### config.mk
export PLATFORM = sky130hd
export DESIGN_NAME = input_sr
export DESIGN_NICKNAME = d
export VERILOG_FILES = /design/src/rtl/input_sr.sv
export SDC_FILE = /design/constraint.sdc
export NUM_CORES = 1
export LEC_CHECK = 0
export ABC_AREA = 1
export CAP_MARGIN = 30
export CORE_ASPECT_RATIO = 0.7
export CORE_MARGIN = 2
export CORE_UTILIZATION = 45
export CTS_CLUSTER_DIAMETER = 40
export CTS_CLUSTER_SIZE = 40
export DETAILED_ROUTE_END_ITERATION = 10
export GPL_TIMING_DRIVEN = 0
export PLACE_DENSITY = 0.64
export RECOVER_POWER = 25
export SYNTH_ARGS = -nofsm -noshare
export SYNTH_HDL_FRONTEND = slang
export SYNTH_SLANG_ARGS = --single-unit
### constraint.sdc
create_clock -name i_clk -period 1.59 [get_ports i_clk]
set_input_delay 0.2385 -clock i_clk [delete_from_list [all_inputs] [get_ports i_clk]]
set_output_delay 0.2385 -clock i_clk [all_outputs]
set_load 0.1 [all_outputs]
### src/rtl/input_sr.sv
// rtl/input_sr.sv - 2-wire bit/clock link receiver: MSB-first bytes onto a valid/ready interface
// Synchronises the line, shifts on sclk rising edges, recovers framing on overrun and idle timeout.
module input_sr #(
  parameter int SYNC_STAGES  = 2,
  parameter int IDLE_TIMEOUT = 8
) (
  input  logic       i_clk,
  input  logic       i_rst_n,
  input  logic       i_bit,
  input  logic       i_sclk,
  input  logic       i_ready,
  output logic [7:0] o_data,
  output logic       o_valid,
  output logic       o_overrun,
  output logic       o_frame_err,
  output logic       o_busy
);

  localparam logic [7:0] IDLE_LAST = 8'(IDLE_TIMEOUT - 1);

  logic [SYNC_STAGES-1:0] bit_sync;
  logic [SYNC_STAGES-1:0] sclk_sync;
  logic                   prev_sclk;
  logic                   sync_bit;
  logic                   sync_sclk;
  logic                   sclk_edge;
  logic [6:0]             sr;
  logic [2:0]             bit_cnt;
  logic [7:0]             idle_cnt;
  logic                   byte_done;
  logic                   timeout;

  always_ff @(posedge i_clk or negedge i_rst_n) begin
    if (!i_rst_n) begin
      bit_sync  <= '0;
      sclk_sync <= '0;
      prev_sclk <= 1'b0;
    end else begin
      bit_sync[0]  <= i_bit;
      sclk_sync[0] <= i_sclk;
      for (int i = 1; i < SYNC_STAGES; i++) begin
        bit_sync[i]  <= bit_sync[i-1];
        sclk_sync[i] <= sclk_sync[i-1];
      end
      prev_sclk <= sync_sclk;
    end
  end

  assign sync_bit  = bit_sync[SYNC_STAGES-1];
  assign sync_sclk = sclk_sync[SYNC_STAGES-1];
  assign sclk_edge = sync_sclk & ~prev_sclk;
  assign byte_done = sclk_edge && (bit_cnt == 3'd7);
  assign timeout   = !sclk_edge && (bit_cnt != 3'd0) && (idle_cnt == IDLE_LAST);

  // Only seven bits are kept: the eighth arrives with the completing edge and goes straight to o_data.
  always_ff @(posedge i_clk or negedge i_rst_n) begin
    if (!i_rst_n) begin
      sr       <= '0;
      bit_cnt  <= '0;
      idle_cnt <= '0;
    end else if (sclk_edge) begin
      sr       <= {sr[5:0], sync_bit};
      bit_cnt  <= bit_cnt + 3'd1;
      idle_cnt <= '0;
    end else if (timeout) begin
      sr       <= '0;
      bit_cnt  <= '0;
      idle_cnt <= '0;
    end else if (bit_cnt != 3'd0) begin
      if (idle_cnt != 8'hFF) begin
        idle_cnt <= idle_cnt + 8'd1;
      end
    end else begin
      idle_cnt <= '0;
    end
  end

  always_ff @(posedge i_clk or negedge i_rst_n) begin
    if (!i_rst_n) begin
      o_data      <= '0;
      o_valid     <= 1'b0;
      o_overrun   <= 1'b0;
      o_frame_err <= 1'b0;
    end else begin
      o_overrun   <= byte_done && o_valid && !i_ready;
      o_frame_err <= timeout;
      if (byte_done) begin
        o_data  <= {sr, sync_bit};
        o_valid <= 1'b1;
      end else if (o_valid && i_ready) begin
        o_valid <= 1'b0;
      end
    end
  end

  assign o_busy = (bit_cnt != 3'd0);

endmodule

Word-level counts from Yosys, hierarchy flattened
Cells that the tools add are included.
- bits in registers: 34
- bits of input ports: 5
- output and inout port bits: 12
- word-level logic and storage cells: 39
- add/sub/neg operators: 2
- equality and inequality tests: 4
- muxes and demuxes: 10
- bitwise logic cells: 2
- reduce and logical (&&, ||, !) cells: 11
- operator list (kind ; count):
    8-bit 2-to-1 mux ; 4
    7-bit 2-to-1 mux ; 2
    8-bit by 1-bit adder with 8-bit output (second input constant) ; 1
    8-bit by 3-bit equality test with 1-bit output (second input constant) ; 1
    8-bit != test (second input constant) ; 1
    1-bit logical AND ; 6
    3-bit 2-to-1 mux ; 2
    4-bit by 1-bit != test with 1-bit output (second input constant) ; 1
    2-bit nonzero test ; 2
    3-bit by 1-bit adder with 3-bit output (second input constant) ; 1
    3-bit equality test (second input constant) ; 1
    3-bit nonzero test ; 1
    1-bit logical NOT ; 2
    1-bit 2-to-1 mux ; 2
    1-bit AND ; 1
    1-bit NOT ; 1

Logic depth before layout (Yosys ltp)
- depth after elaboration: 7
- mapped depth: 9
- gate-level depth less buffers: 8

Least setup slack after synthesis
No wires, ideal clock.
- path type: register to register
- start point: register bit_cnt[0]
- end point: register bit_cnt[1]
- library setup time: 0.117 ns
- arrival time: 1.866 ns
- data required time: 1.473 ns
- slack: -0.393 ns
- cell stages (with the launch flop): 10
- path buffers: 1
- clock period less this slack: 1.983 ns
- cell sequence: dfrtp_1 inv_1 ha_1 nand2_1 nand2_1 inv_1 nand2_2 buf_6 nand3_1 nand2_1
- word-level cells in the longest chain between the ends: 4
- elaborated cells between the ends (all ways): 6
- classes of those cells: add/sub (1); mux (1); reduce/logical (4)
- ends and longest elaborated chain (element ; RTL line ; text):
    from (decl) ; 28 ; logic [2:0] bit_cnt;
    from (signal assigned) ; 63 ; bit_cnt <= bit_cnt + 3'd1;
    3-bit nonzero test ; n/a ;
    via o_busy ; 16 ; output logic o_busy
    1-bit logical AND (2 in a row) ; 53 ; assign timeout = !sclk_edge && (bit_cnt != 3'd0) && (idle_cnt == IDLE_LAST);
    2-bit nonzero test (no line) ; n/a ;
The timed path passes the listed nets, and every way through them passes these cells.
A chain may end at the register's enable or synchronous reset.

Worst setup path in the final report
- start point: register bit_cnt[0]
- end point: output o_busy
- word-level cells in the longest chain between the ends: 1
- ends and longest elaborated chain (element ; RTL line ; text):
    3-bit nonzero test ; 96 ; assign o_busy = (bit_cnt != 3'd0);
    to (decl) ; 16 ;
Every way passes these cells.

==> metrics.cfg <==
[run_status]
status = finished clean

[critical_path]
timing.rr.end = sr[0]$_DFFE_PN0P_
start_kind = register
crit_fanout = 4
r2r_cells = 9
r2r_start = bit_cnt[0]$_DFFE_PN0P_
rrSetupSlack_ps = 200
crit_arrival_ps = 1250
crit_type = reg2out
crit_path_end_kind = output port
worst_ep_required_time_ps = 1350

[drt]
avgViaCountPerCell = 5.04
drc_errors = 0
vias = 1155
drt.antenna.violating_nets = 0
routed_wirelength_um = 2770
initialDrtViolationCount = 67
drt_first_pass_iters = 6
drt-wirelength-per-cell_um = 12.1

[floorplan]
design.core.area_um2 = 3150
die-area_um2 = 3770
fp.dieH_um = 52.0
rows = 17
boundaryPins = 17
die_x_um = 72.5
start_util = 0.470

[sta]
setup_viol = 0
hold_viol = 0
rsz0062_at_grt = no
hold_ws_ps = 43.7
tightest_slew_ps = 824
relSlewSlack = 0.450
final-max-slew-violation-count = 0
fmax_mhz = 673
finClkSkew_ps = 7.75
fin_crit_sh = 0.934
min_period_ps = 1490

[synthesis]
synthTopCellsByCount = nand2_1 (57), dfrtp_1 (34), nand3_1 (24)
synth_top_cells_by_area = dfrtp_1 (58%), nand2_1 (14%), nand3_1 (8.1%)
synth_top_area_cell = dfrtp_1
synth_top_area_share = 0.575
ys_warn_count = 0
ys.flop_type = dfrtp_1
postSynth.asyncResetShare = 1.00
ys_ff_latch = 34
syn-num-nets = 178
ys_types = 20
synthCells = 169
synth.most_common_cell = nand2_1
netlist_area_um2 = 1480
yosysSeqAreaShare = 0.575
syn_area_per_cell_um2 = 8.75
synth_edf_count = 0

[placement]
routabilityCongestion = 0.759
place_inst = 223
dpl.hpwl_um = 2010
numPortBuffers = 16

[cts]
cts_root_buf = clkbuf_8
cts.sinks = 34
numCtsBuffers = 5
clock_latency_ps = 280
clk_path_buf_depth = 2
htreeDepth = 2
cts.clk_slew.worst_paths_ps = 60
cts_tree = yes

[layout]
instances_no_fill = 229
final_nets = 201
multi_input_area_um2 = 543
area_growth_pct = 21.2
final.fill_count = 291
n_antenna_cell = 0
seqCellArea_um2 = 851
drive_above_1_share = 0.188

[global_routing]
grt_usage = 0.174
grt_pass1_vias = 1070
grt_pass1_wl_um = 4800
grt_overflow = 0
grt_start_max_net_pins = 35
antenna_found_initial = 0

[power]
p_leak_nw = 0.935
ir_drop_uv = 722
power_density_nw_per_um2 = 1620

[min_path]
min_path_type = in2async

[flow_run]
cap_viol_max_count = 0

## report_power, final
group | total [mW] | internal, mW | switching, mW
Combinational | 1.14 | 0.285 | 0.858
Sequential | 1.15 | 1.03 | 0.119
Clock | 0.616 | 0.333 | 0.282
Total | 2.91 | 1.65 | 1.26
## per-stage QoR
step | power (mW) | utilization | setup TNS, ps | setup slack [ps] | area [µm²]
after global placement | 2.28 | 0.538 | -14820 | -497 | 1690
after detailed placement | 2.32 | 0.537 | -1670 | -523 | 1690
after floorplan | 2.03 | - | 0 | 82.5 | 1490
after global routing | 3.08 | 0.570 | 0 | 11.6 | 1790
after CTS | 2.91 | 0.566 | 0 | 14.4 | 1780
final | 2.91 | 0.570 | 0 | 104 | 1790
## flip-flops by register name, summed over array words and instances, names as in the netlist
signal and flops:
bit_cnt 3, o_valid 1, prev_sclk 1, sr 7
sclk_sync 2, idle_cnt 8, o_data 8, bit_sync 2
o_frame_err 1, o_overrun 1
## layout by cell type, fill, tap and decap left out
cell and n:
inv_2 1, nor3_1 2, o21bai_1 1, or2_2 1, inv_1 14, clkinv_2 1, buf_8 1, nand2_4 1
dlygate4sd3_1 2, o21ai_0 6, nor2_1 10, ha_1 4, nand3_1 24, nor2_2 3, clkdlybuf4s15_2 11, nand2_2 4
dfrtp_1 34, clkdlybuf4s50_1 1, a21oi_1 1, a21oi_2 1, clkbuf_2 1, buf_6 1, clkbuf_8 6, a31oi_1 1
nand2_1 55, buf_4 1, buf_2 3
## cell families after synthesis
kind of cell / after synthesis / share of synthesized area
adders and majority gates: 4 / 0.0338
DFF: 34 / 0.575
AOI/OAI and AO/OA: 10 / 0.0389
and+or+nand+nor: 100 / 0.288
buffers and inverters: 21 / 0.0643
## worst max path at each step
| stage | endpoint | from | depth (start not counted) |
|---|---|---|---|
| finish | o_busy | bit_cnt[0]$_DFFE_PN0P_ | 4 |
| global placement | o_busy | bit_cnt[0]$_DFFE_PN0P_ | 4 |
| detailed placement | o_busy | bit_cnt[0]$_DFFE_PN0P_ | 4 |
| CTS | o_busy | bit_cnt[0]$_DFFE_PN0P_ | 4 |
| floorplan | bit_cnt[1]$_DFFE_PN0P_ | bit_cnt[0]$_DFFE_PN0P_ | 9 |
| global route | o_busy | bit_cnt[0]$_DFFE_PN0P_ | 4 |
## routing by layer
layer	part of all wire	vias to the layer above	GRT usage
met5	0	-	0
met4	0.0036	0	0.0586
met3	0.055	2	0.0775
met2	0.45	30	0.245
met1	0.49	547	0.237
li1	-	576	-
## worst max-delay path: stages, from the launching register on
cell and delay, ps:
dfrtp_1 360, inv_1 70, ha_1 230, nand2_4 110
buf_8 200
## cell type report
cell class / count / area share
flip-flops and latches: 34 / 0.475
multi-input cells: 114 / 0.303
repair buffers: 16 / 0.0970
clock buffers: 6 / 0.0461
inverters: 16 / 0.0342
well taps: 38 / 0.0265
plain buffers: 5 / 0.0188
## what timing repair did
action,CTS,global route
gates resized for setup,39,3
gates cloned,0,0
setup buffers,0,0
pin swaps,0,0
hold buffers,0,0
setup endpoints to repair,12,2
Note: power is estimated with default switching activity, not from simulation.
